==> config.mk <==
export PLATFORM = sky130hd
export DESIGN_NAME = bin_digit_conv
export DESIGN_NICKNAME = d
export VERILOG_FILES = /design/src/rtl/bin_digit_conv.sv
export SDC_FILE = /design/constraint.sdc
export NUM_CORES = 1
export LEC_CHECK = 0
export ABC_AREA = 1
export CAP_MARGIN = 20
export CORE_MARGIN = 2
export CORE_UTILIZATION = 60
export DETAILED_ROUTE_END_ITERATION = 8
export HOLD_SLACK_MARGIN = 0.06
export PLACE_DENSITY = 0.85
export SYNTH_ARGS = -nofsm -noshare
export SYNTH_HDL_FRONTEND = slang
export SYNTH_SLANG_ARGS = --single-unit
==> constraint.sdc <==
create_clock -name clk -period 2.5 [get_ports clk]
set_input_delay 0.375 -clock clk [delete_from_list [all_inputs] [get_ports clk]]
set_output_delay 0.375 -clock clk [all_outputs]
set_load 0.005 [all_outputs]
==> src/rtl/bin_digit_conv.sv <==
// Binary-to-digit converter: per-bit, BCD (sequential double-dabble), hex or blank
// display codes, with a registered result, overflow flag and one-cycle done pulse.
module bin_digit_conv #(
    parameter int IN_W = 10,
    parameter int NDIG = 6
) (
    input  logic              clk,
    input  logic              reset,
    input  logic              start,
    input  logic [1:0]        mode,
    input  logic [IN_W-1:0]   binary,
    output logic [4*NDIG-1:0] digits,
    output logic              overflow,
    output logic              busy,
    output logic              done
);

    localparam int DW    = 4 * NDIG;
    localparam int CNT_W = (IN_W > 1) ? $clog2(IN_W) : 1;
    localparam int EXT_W = IN_W + DW;

    typedef enum logic [1:0] {IDLE, CONV, FIN} state_t;
    typedef enum logic [1:0] {MODE_BIN, MODE_BCD, MODE_HEX, MODE_BLANK} mode_t;

    state_t             state_q, state_d;
    mode_t              mode_q, mode_d;
    logic [IN_W-1:0]    bin_q, bin_d;
    logic [DW-1:0]      scratch_q, scratch_d;
    logic [CNT_W-1:0]   cnt_q, cnt_d;
    logic               ovf_q, ovf_d;
    logic [DW-1:0]      digits_q, digits_d;
    logic               overflow_q, overflow_d;
    logic               done_q, done_d;

    logic [DW-1:0]      adj;
    logic [EXT_W-1:0]   bin_ext;

    // NOTE: state registers use non-blocking assignments so every register
    // samples the pre-edge values computed by the combinational process.
    always_ff @(posedge clk) begin
        if (reset) begin
            state_q    <= IDLE;
            mode_q     <= MODE_BIN;
            bin_q      <= '0;
            scratch_q  <= '0;
            cnt_q      <= '0;
            ovf_q      <= 1'b0;
            digits_q   <= '0;
            overflow_q <= 1'b0;
            done_q     <= 1'b0;
        end else begin
            state_q    <= state_d;
            mode_q     <= mode_d;
            bin_q      <= bin_d;
            scratch_q  <= scratch_d;
            cnt_q      <= cnt_d;
            ovf_q      <= ovf_d;
            digits_q   <= digits_d;
            overflow_q <= overflow_d;
            done_q     <= done_d;
        end
    end

    // NOTE: every signal driven here gets a default first, so no path can
    // leave one unassigned and infer a latch.
    always_comb begin
        state_d    = state_q;
        mode_d     = mode_q;
        bin_d      = bin_q;
        scratch_d  = scratch_q;
        cnt_d      = cnt_q;
        ovf_d      = ovf_q;
        digits_d   = digits_q;
        overflow_d = overflow_q;
        done_d     = 1'b0;

        adj = scratch_q;
        for (int i = 0; i < NDIG; i++) begin
            if (adj[4*i +: 4] >= 4'd5) adj[4*i +: 4] = adj[4*i +: 4] + 4'd3;
        end
        bin_ext = EXT_W'(bin_q);

        case (state_q)
            IDLE: begin
                if (start) begin
                    mode_d    = mode_t'(mode);
                    bin_d     = binary;
                    scratch_d = '0;
                    cnt_d     = '0;
                    ovf_d     = 1'b0;
                    state_d   = (mode == MODE_BCD) ? CONV : FIN;
                end
            end
            CONV: begin
                // The operand is shifted out MSB-first; a carry out of the top
                // digit means the value no longer fits and is remembered.
                scratch_d = {adj[DW-2:0], bin_q[IN_W-1]};
                ovf_d     = ovf_q | adj[DW-1];
                bin_d     = bin_q << 1;
                cnt_d     = cnt_q + 1'b1;
                if (cnt_q == CNT_W'(IN_W - 1)) state_d = FIN;
            end
            FIN: begin
                done_d  = 1'b1;
                state_d = IDLE;
                case (mode_q)
                    MODE_BIN: begin
                        digits_d = '0;
                        for (int i = 0; i < NDIG; i++) digits_d[4*i] = bin_ext[i];
                        overflow_d = |(bin_ext >> NDIG);
                    end
                    MODE_BCD: begin
                        digits_d   = scratch_q;
                        overflow_d = ovf_q;
                    end
                    MODE_HEX: begin
                        digits_d   = bin_ext[DW-1:0];
                        overflow_d = |(bin_ext >> DW);
                    end
                    default: begin
                        digits_d   = {NDIG{4'hF}};
                        overflow_d = 1'b0;
                    end
                endcase
            end
            default: state_d = IDLE;
        endcase
    end

    assign digits   = digits_q;
    assign overflow = overflow_q;
    assign busy     = (state_q != IDLE);
    assign done     = done_q;

endmodule

==> results.sh <==
export IMPL_drtAntennaViolNets=0
export IMPL_hpwl_um=5560
export IMPL_rrSetupSlack_ns=0.92
export IMPL_crit_required_ns=2.12
export IMPL_final_nets=566
export IMPL_cp_num_buf_inv=2
export IMPL_clock_fmax_mhz=546
export IMPL_ys_types=25
export IMPL_maxSlewHeadroom_pct=61.0
export IMPL_cp_top_family="buffers and inverters"
export IMPL_r2r_end="digits[10]"
export IMPL_cts_sinks=69
export IMPL_yosys_warnings=0
export IMPL_ys_ff_latch=69
export IMPL_cts_resized=0
export IMPL_rows=27
export IMPL_reg2reg_depth=4
export IMPL_power_density_nw_per_um2=557
export IMPL_cp_num_cells=3
export IMPL_via_per_inst=5.68
export IMPL_antenna_found_initial=0
export IMPL_drive_gt1_share_pct=5.00
export IMPL_min_path_type="reg -> reg"
export IMPL_syn_nets=532
export IMPL_slowest_delay_ns=0.50
export IMPL_finClkSkew_ns=0.00601
export IMPL_hold_depth=2
export IMPL_stdcell_count=612
export IMPL_fin_util_pct=73.1
export IMPL_period_share_pct=73.3
export IMPL_cts_root_buf="clkbuf_8"
export IMPL_arrival_ns=1.46
export IMPL_dr_total_vias=3478
export IMPL_final_cell_mix="116 x nand2_1, 69 x dfxtp_1, 59 x inv_1, 56 x a21oi_1, 45 x nor2_1"
export IMPL_post_place_cells=598
export IMPL_ioPinCount=42
export IMPL_gr_total_overflow=0
export IMPL_status="complete, no violations"
export IMPL_place_ws_ns=0.789
export IMPL_drc_errors=0
export IMPL_htreeDepth=3
export IMPL_final_common_cell="nand2_1"
export IMPL_synth_top_area_share_pct=39.7
export IMPL_critPathCapture="busy"
export IMPL_start_util_pct=62.7
export IMPL_area_growth_pct=16.5
export IMPL_core_area_um2=5540
export IMPL_drtIter0Drc=383
export IMPL_rsz0062_at_grt="false"
export IMPL_setup_violations=0
export IMPL_path_class="reg -> out"
export IMPL_cts_tree="yes"
export IMPL_p_leak_nw=1.69
export IMPL_holdBufCountCts=0
export IMPL_cts_made_buffers=9
export IMPL_synth_largest_area_cell="dfxtp_1"
export IMPL_cts_clk_slew_worst_paths_ns=0.07
export IMPL_synth_area_top_cells="dfxtp_1 40%, nand2_1 13%, a21oi_1 8.1%"
export IMPL_startpoint="state_q[0]"
export IMPL_reg2reg_from="mode_q[0]"
export IMPL_clockBufferDepth=2
export IMPL_die_w_um=80.1
export IMPL_ys_seq_area_share_pct=39.7
export IMPL_insertion_delay_ns=0.34
export IMPL_synth_avg_cell_area_um2=6.91
export IMPL_fill_cells=455
export IMPL_cap_violations=0
export IMPL_wl_per_cell_um=13.4
export IMPL_io_buffers=41
export IMPL_fin_tns_setup_ns=0
export IMPL_worstMarginPinSlew_ns=0.584
export IMPL_cp_start_kind="flip-flop"
export IMPL_worst_setup_path_end_kind="output pin"
export IMPL_cp_max_fo=4
export IMPL_antenna_cells=0
export IMPL_fp_dieH_um=80.1
export IMPL_post_route_min_period_ns=1.83
export IMPL_grt_pass1_vias=3111
export IMPL_vdd_drop_max_v=0.000372
export IMPL_setup_ws_ns=0.667
export IMPL_grt_max_degree=50
export IMPL_die_area_um2=6420
export IMPL_drt_pass1_iter_count=5
export IMPL_cpMaxStageDelayCell="clkdlybuf4s50_1"
export IMPL_finalMaxSlewViolations=0
export IMPL_synth_area_um2=3480
export IMPL_cts_setup_buffers=0
export IMPL_design_area_um2=4050
export IMPL_path_cells="inv_2 -> nand2_1 -> clkdlybuf4s50_1"
export IMPL_wl_um=8230
export IMPL_hold_violations=0
export IMPL_place_area_um2=3880
export IMPL_synthesis_instances=503
export IMPL_grt_pass1_wl_um=13700
export IMPL_gp_congestion=0.919
export IMPL_grtUsageTotal_pct=27.5
-- Yosys cell counts (all sizes together) --
library cell	number
nand2	116
dfxtp	69
inv	63
a21oi	56
o21ai	50
nor2	48
nand3	29
buf	15
o211ai	15
ha	14
nand4	13
clkbuf	8
o22ai	3
a21o	2
a31oi	1
or2	1
-- through the flow --
stage / power (mW) / hold slack [ns]
3_3_place_gp: 1.47 / 0.454
3_5_place_dp: 1.48 / 0.459
2_1_floorplan: 1.37 / 0.443
4_1_cts: 2.26 / 0.470
5_1_grt: 2.34 / 0.494
6_report: 2.25 / 0.468
-- layer usage --
layer / up-vias / part of all wire [%] / track usage, %
met5: - / 0 / 0
met4: 0 / 2.8 / 15.1
met3: 23 / 5.4 / 3.60
met2: 122 / 49 / 45.8
met1: 1612 / 42 / 34.2
li1: 1721 / - / -
-- tightest hold or removal path: cells and delay by family, from the launching register on --
family           cells  cell delay, ns
flip-flops           1            0.31
AO/OA/AOI/OAI        1            0.05
AND/OR/NAND/NOR      1            0.06
-- final cells by class --
| cell class | count | area, um2 | area share [%] |
|---|---|---|---|
| Sequential cell | 69 | 1380 | 34.1 |
| Clock buffer | 12 | 155 | 3.83 |
| Tap cell | 72 | 90.1 | 2.22 |
| Clock inverter | 2 | 10.0 | 0.247 |
| Timing Repair Buffer | 46 | 448 | 11.1 |
| Multi-Input combinational cell | 348 | 1730 | 42.7 |
| Inverter | 63 | 236 | 5.84 |
-- where the power goes --
part           internal (mW)  switching, mW  leakage, nW  total (mW)
Sequential              1.14         0.0326        0.561        1.18
Combinational          0.115          0.168         1.04       0.283
Clock                  0.400          0.394       0.0881       0.794
Total                   1.66          0.595         1.69        2.25
-- state kept, by name, indices dropped and copies added, names as in the netlist --
name	count
overflow	1
scratch_q	24
bin_q	10
ovf_q	1
cnt_q	4
digits	24
done	1
mode_q	2
state_q	2
-- worst min-delay path by stage --
stage               startpoint         end  slack [ns]
floorplan             cnt_q[2]    cnt_q[2]        0.44
global placement    digits[10]  digits[10]        0.45
detailed placement  digits[14]  digits[14]        0.46
CTS                   cnt_q[2]    cnt_q[2]        0.47
global route        digits[14]  digits[14]        0.49
finish              digits[15]  digits[15]        0.47
-- cells by family (layout without fill, tap and decap cells) --
kind of cell | Yosys count | in the layout | synth area share, %
AO/OA/AOI/OAI | 127 | 127 | 19.8
AND/OR/NAND/NOR | 207 | 207 | 24.9
adder cells (fa/ha/maj) | 14 | 14 | 5.04
buffers and inverters | 86 | 123 | 10.5
flip-flops | 69 | 69 | 39.7
No activity file was read; power rests on OpenSTA's default activity.
